<file path="config.mk">
export PLATFORM = sky130hd
export DESIGN_NAME = seq_chunk_adder
export DESIGN_NICKNAME = d
export VERILOG_FILES = /design/src/rtl/adder_pkg.sv /design/src/rtl/chunk_adder.sv /design/src/rtl/seq_chunk_adder.sv
export SDC_FILE = /design/constraint.sdc
export NUM_CORES = 1
export LEC_CHECK = 0
export ABC_AREA = 1
export BUFFER_PORTS_ARGS = -buffer_cell sky130_fd_sc_hd__buf_2
export CAP_MARGIN = 30
export CORE_MARGIN = 2
export CORE_UTILIZATION = 45
export CTS_BUF_LIST = sky130_fd_sc_hd__clkbuf_2 sky130_fd_sc_hd__clkbuf_4 sky130_fd_sc_hd__clkbuf_8
export DETAILED_ROUTE_END_ITERATION = 8
export PLACE_DENSITY = 0.72
export SETUP_SLACK_MARGIN = 0.4
export SYNTH_ARGS = -nofsm -noshare
export SYNTH_HDL_FRONTEND = slang
export SYNTH_SLANG_ARGS = --single-unit
</file>
<file path="constraint.sdc">
create_clock -name clk -period 1.9 [get_ports clk]
set_clock_uncertainty 0.05 [all_clocks]
set_input_delay 0.57 -clock clk [delete_from_list [all_inputs] [get_ports clk]]
set_output_delay 0.57 -clock clk [all_outputs]
set_load 0.005 [all_outputs]
</file>
<file path="src/rtl/adder_pkg.sv">
// Shared definitions for the sequential chunked adder.
// Contents: FSM state encoding, default operand/slice widths, and a
// constant clog2 helper used to size the slice counter.
package adder_pkg;

  typedef enum logic [1:0] {
    ST_IDLE = 2'd0,
    ST_RUN  = 2'd1,
    ST_DONE = 2'd2
  } state_t;

  localparam int DEF_WIDTH = 8;
  localparam int DEF_CHUNK = 2;

  // Number of bits needed to count 0..n-1 (0 when n <= 1).
  function automatic int clog2(input int n);
    int r;
    r = 0;
    for (int i = 0; i < 31; i++) begin
      if ((1 << i) < n) r = i + 1;
    end
    return r;
  endfunction

endpackage

</file>
<file path="src/rtl/chunk_adder.sv">
// Combinational CHUNK-bit ripple-carry slice.
// Ports:
//   a, b  : slice operands
//   cin   : carry into bit 0
//   sum   : slice sum
//   cout  : carry out of the MSB
//   cmsb  : carry into the MSB (only with SEQ_CHUNK_ADDER_OVF_EN defined;
//           used for signed-overflow detection)
module chunk_adder #(
  parameter int CHUNK = 2
) (
  input  logic [CHUNK-1:0] a,
  input  logic [CHUNK-1:0] b,
  input  logic             cin,
  output logic [CHUNK-1:0] sum,
`ifdef SEQ_CHUNK_ADDER_OVF_EN
  output logic             cmsb,
`endif
  output logic             cout
);

  logic [CHUNK:0] c;

  always_comb begin
    c    = '0;
    sum  = '0;
    c[0] = cin;
    for (int i = 0; i < CHUNK; i++) begin
      sum[i]   = a[i] ^ b[i] ^ c[i];
      c[i + 1] = (a[i] & b[i]) | (c[i] & (a[i] ^ b[i]));
    end
  end

  assign cout = c[CHUNK];
`ifdef SEQ_CHUNK_ADDER_OVF_EN
  assign cmsb = c[CHUNK-1];
`endif

endmodule

</file>
<file path="src/rtl/seq_chunk_adder.sv">
// Multi-cycle add/subtract unit: processes CHUNK bits per clock, LSB slice
// first, with the inter-slice carry held in a register. Valid/ready
// handshake on input and output.
// Ports:
//   clk, rst            : clock (rising edge), async active-high reset
//   in_valid/in_ready   : operand handshake
//   x, y, c_in, sub     : operands, carry/borrow-in, 1 = subtract
//   out_valid/out_ready : result handshake
//   s, c_out            : result and carry-out (sub: 1 = no borrow)
//   ovf                 : signed overflow, present only when the macro
//                         SEQ_CHUNK_ADDER_OVF_EN is defined
module seq_chunk_adder
  import adder_pkg::*;
#(
  parameter int WIDTH = DEF_WIDTH,
  parameter int CHUNK = DEF_CHUNK
) (
  input  logic             clk,
  input  logic             rst,
  input  logic             in_valid,
  output logic             in_ready,
  input  logic [WIDTH-1:0] x,
  input  logic [WIDTH-1:0] y,
  input  logic             c_in,
  input  logic             sub,
  output logic             out_valid,
  input  logic             out_ready,
  output logic [WIDTH-1:0] s,
`ifdef SEQ_CHUNK_ADDER_OVF_EN
  output logic             ovf,
`endif
  output logic             c_out
);

  localparam int NCHUNK = WIDTH / CHUNK;
  localparam int CNT_W  = (NCHUNK > 1) ? clog2(NCHUNK) : 1;

  if (CHUNK < 1 || CHUNK > WIDTH || (WIDTH % CHUNK) != 0) begin : g_bad_param
    $error("seq_chunk_adder: CHUNK must divide WIDTH and satisfy 1 <= CHUNK <= WIDTH");
  end

  state_t             state_q, state_d;
  logic [WIDTH-1:0]   opa_q, opa_d;
  logic [WIDTH-1:0]   opb_q, opb_d;
  logic [WIDTH-1:0]   s_q, s_d;
  logic [CNT_W-1:0]   cnt_q, cnt_d;
  logic               carry_q, carry_d;
  logic               c_out_q, c_out_d;
  logic               in_ready_q, in_ready_d;
  logic               out_valid_q, out_valid_d;
`ifdef SEQ_CHUNK_ADDER_OVF_EN
  logic               ovf_q, ovf_d;
  logic               slice_cmsb;
`endif

  logic [CHUNK-1:0]   slice_sum;
  logic               slice_cout;

  chunk_adder #(.CHUNK(CHUNK)) u_slice (
    .a    (opa_q[CHUNK-1:0]),
    .b    (opb_q[CHUNK-1:0]),
    .cin  (carry_q),
    .sum  (slice_sum),
`ifdef SEQ_CHUNK_ADDER_OVF_EN
    .cmsb (slice_cmsb),
`endif
    .cout (slice_cout)
  );

  always_comb begin
    state_d     = state_q;
    opa_d       = opa_q;
    opb_d       = opb_q;
    s_d         = s_q;
    cnt_d       = cnt_q;
    carry_d     = carry_q;
    c_out_d     = c_out_q;
    in_ready_d  = in_ready_q;
    out_valid_d = out_valid_q;
`ifdef SEQ_CHUNK_ADDER_OVF_EN
    ovf_d       = ovf_q;
`endif
    case (state_q)
      ST_IDLE: begin
        if (in_valid && in_ready_q) begin
          // Subtraction as x + ~y + ~c_in: invert y here, invert c_in via sub.
          opa_d      = x;
          opb_d      = sub ? ~y : y;
          carry_d    = c_in ^ sub;
          cnt_d      = '0;
          in_ready_d = 1'b0;
          state_d    = ST_RUN;
        end
      end
      ST_RUN: begin
        // New slice enters at the top; after NCHUNK steps the LSB slice has
        // reached bit 0. Shifting by WIDTH (CHUNK == WIDTH) yields zero.
        s_d     = (s_q >> CHUNK) | (WIDTH'(slice_sum) << (WIDTH - CHUNK));
        opa_d   = opa_q >> CHUNK;
        opb_d   = opb_q >> CHUNK;
        carry_d = slice_cout;
        cnt_d   = cnt_q + CNT_W'(1);
        if (cnt_q == CNT_W'(NCHUNK - 1)) begin
          c_out_d     = slice_cout;
`ifdef SEQ_CHUNK_ADDER_OVF_EN
          ovf_d       = slice_cmsb ^ slice_cout;
`endif
          out_valid_d = 1'b1;
          state_d     = ST_DONE;
        end
      end
      ST_DONE: begin
        if (out_ready) begin
          out_valid_d = 1'b0;
          in_ready_d  = 1'b1;
          state_d     = ST_IDLE;
        end
      end
      default: begin
        out_valid_d = 1'b0;
        in_ready_d  = 1'b1;
        state_d     = ST_IDLE;
      end
    endcase
  end

  always_ff @(posedge clk or posedge rst) begin
    if (rst) begin
      state_q     <= ST_IDLE;
      opa_q       <= '0;
      opb_q       <= '0;
      s_q         <= '0;
      cnt_q       <= '0;
      carry_q     <= 1'b0;
      c_out_q     <= 1'b0;
      in_ready_q  <= 1'b1;
      out_valid_q <= 1'b0;
`ifdef SEQ_CHUNK_ADDER_OVF_EN
      ovf_q       <= 1'b0;
`endif
    end else begin
      state_q     <= state_d;
      opa_q       <= opa_d;
      opb_q       <= opb_d;
      s_q         <= s_d;
      cnt_q       <= cnt_d;
      carry_q     <= carry_d;
      c_out_q     <= c_out_d;
      in_ready_q  <= in_ready_d;
      out_valid_q <= out_valid_d;
`ifdef SEQ_CHUNK_ADDER_OVF_EN
      ovf_q       <= ovf_d;
`endif
    end
  end

  assign in_ready  = in_ready_q;
  assign out_valid = out_valid_q;
  assign s         = s_q;
  assign c_out     = c_out_q;
`ifdef SEQ_CHUNK_ADDER_OVF_EN
  assign ovf       = ovf_q;
`endif

endmodule

</file>
==> flow_metrics.tcl <==
set metrics [dict create \
    syn_inst 186 \
    layout-drive-gt1-share_pct 30.9 \
    yosys_register_bits 32 \
    regArea_um2 802 \
    startpoint_type "register" \
    final_common_cell "nand2_1" \
    maxSlewViolCount 0 \
    fin_crit_sh_pct 83.8 \
    gp_congestion 0.747 \
    synth_top_area_share_pct 49.2 \
    viasPerCell 4.67 \
    endpoint_kind "primary output" \
    setup.worst_path.start "in_ready$_DFFE_PP1P_" \
    cts_sinks 32 \
    diodes 0 \
    grt_max_degree 33 \
    grt_pass1_wl_um 5150 \
    grt_pass1_vias 1162 \
    ys_seq_area_share_pct 50.8 \
    final.setup.tns_ns 0 \
    hold_ws_ns 0.251 \
    routed_wl_um 3050 \
    final_cell_count_no_fill 279 \
    antenna_found_initial 0 \
    dp.cells 261 \
    drc_errors 0 \
    grt_use_total_pct 16.6 \
    hpwl_um 2090 \
    fp.dieW_um 63.2 \
    path_class "register to primary output" \
    r2r_start "opa_q[0]$_DFFE_PP0P_" \
    crit_family "flip-flops" \
    cap_viol_max_count 0 \
    drt_iter0_markers 71 \
    synthTopCellsByArea "dfrtp_1 49%, nand2_1 18%, nand3_1 7.9%, xor2_1 3.9%, inv_1 3.1%" \
    multi_input_area_um2 674 \
    portBuffers 32 \
    powerDensity_nw_per_um2 1330 \
    rows 21 \
    final_area_um2 1940 \
    fill_cells 346 \
    slew_headroom_pct 73.7 \
    critPathSlowestCell "dfstp_2" \
    cp_max_fo 2 \
    drt_pre_antenna_iters 4 \
    dieArea_um2 4000 \
    path_clk_slew_ns 0.10 \
    rsz0062_at_grt "yes" \
    ant_nets 0 \
    synth_area_um2 1580 \
    hold_path.class "input port to async pin" \
    cts_buffer_depth 2 \
    nNetsFinal 257 \
    slowest_delay_ns 0.54 \
    cts_buffers 5 \
    hold_viol 0 \
    vias 1303 \
    final_core_util_pct 57.7 \
    clockRootBuffer "clkbuf_4" \
    grt_overflow_total 0 \
    mappedNetlistNets 211 \
    min_period_ns 1.59 \
    setup_viol 0 \
    worst_pin_slew_ns 0.394 \
    yosysWarnings 0 \
    cp_num_buf_inv 1 \
    status "completed" \
    ir_drop_mv 0.642 \
    fmax_mhz 628 \
    worstPathRequired_ns 1.28 \
    hold_buffers 0 \
    place_ws_ns 0.362 \
    wire_per_inst_um 10.9 \
    leakage_nw 1.07 \
    initial_utilization_pct 46.9 \
    htree_levels 2 \
    cts_tree "built" \
    syn_area_per_cell_um2 8.48 \
    ios 33 \
    insertion_delay_ns 0.33 \
    fin_total_pwr_mw 2.59 \
    synth_largest_area_cell "dfrtp_1" \
    coreArea_um2 3360 \
    critPathArrivalTime_ns 0.97 \
    ys_types 21 \
    fin_ws_ns 0.308 \
    area.growth.synth_to_final_pct 23.1 \
    place_area_um2 1770 \
    layout_common_cells "74 x nand2_1, 32 x buf_2, 31 x dfrtp_1" \
    crit_chain "buf_2" \
    die_h_um 63.2 \
]
## sequential cells by signal (all words and copies together) (netlist names)
name,cells
carry_q,1
opa_q,8
c_out,1
s,8
in_ready,1
opb_q,8
cnt_q,2
out_valid,1
state_q,2
## repair_timing
item | CTS | global route
endpoints found under the setup margin | 5 | 34
pin swaps | 2 | 0
buffers inserted | 2 | 8
gates resized for setup | 1 | 5
## synth_stat cells
cell type / number
o21ai_0: 8
dfrtp_1: 31
xor2_1: 7
buf_4: 2
buf_12: 1
o21ai_1: 1
or2_2: 1
inv_1: 13
a21oi_1: 1
nor2_1: 2
nand3_1: 25
xnor2_1: 2
o21ai_2: 2
ha_1: 1
buf_2: 3
dfstp_2: 1
buf_6: 2
fa_1: 2
nand2_1: 74
inv_2: 2
nand2_2: 5
## cells by family (layout without fill, tap and decap cells)
family / count (synthesis) / after routing / synth area share [%]
AND/OR/NAND/NOR: 107 / 107 / 28.4
flip-flops: 32 / 32 / 50.8
buffers and inverters: 23 / 70 / 8.17
AO/OA/AOI/OAI: 12 / 12 / 4.28
XOR/XNOR: 9 / 9 / 5.00
adder cells (fa/ha/maj): 3 / 3 / 3.33
## per-layer routing
metal | wire, um | share of wire (%) | global-route usage (%) | vias to the layer above
met5 | 0 | 0 | 0 | -
met4 | 36 | 1.2 | 5.71 | 0
met3 | 138 | 4.5 | 6.61 | 5
met2 | 1460 | 48 | 24.1 | 27
met1 | 1420 | 47 | 22.8 | 599
li1 | - | - | - | 672
## worst paths after layout
kind                            cells after the start              endpoint  slack (ns)
min in group clk                                    3  opa_q[7]$_DFFE_PP0P_        0.41
worst max-delay path                                1              in_ready        0.31
worst max register to register                      5   carry_q$_DFFE_PP0P_        0.38
max in group asynchronous                           3  in_ready$_DFFE_PP1P_        1.23
worst min register to register                      1  cnt_q[0]$_DFFE_PP0P_        0.44
worst min-delay path                                3   carry_q$_DFFE_PP0P_        0.25
## final cells by class
class | instances | share of cell area (%)
timing repair buffer | 47 | 14.0
multi-input combinational | 131 | 34.7
tap | 46 | 2.96
clock buffer | 8 | 3.74
inverter | 15 | 3.22
sequential | 32 | 41.3
## power by group
group	internal, mW	total [mW]	switching, mW
logic	0.464	1.04	0.575
clock network	0.232	0.454	0.222
registers	0.948	1.10	0.148
total	1.64	2.59	0.945
Note: power is estimated with default switching activity, not from simulation.
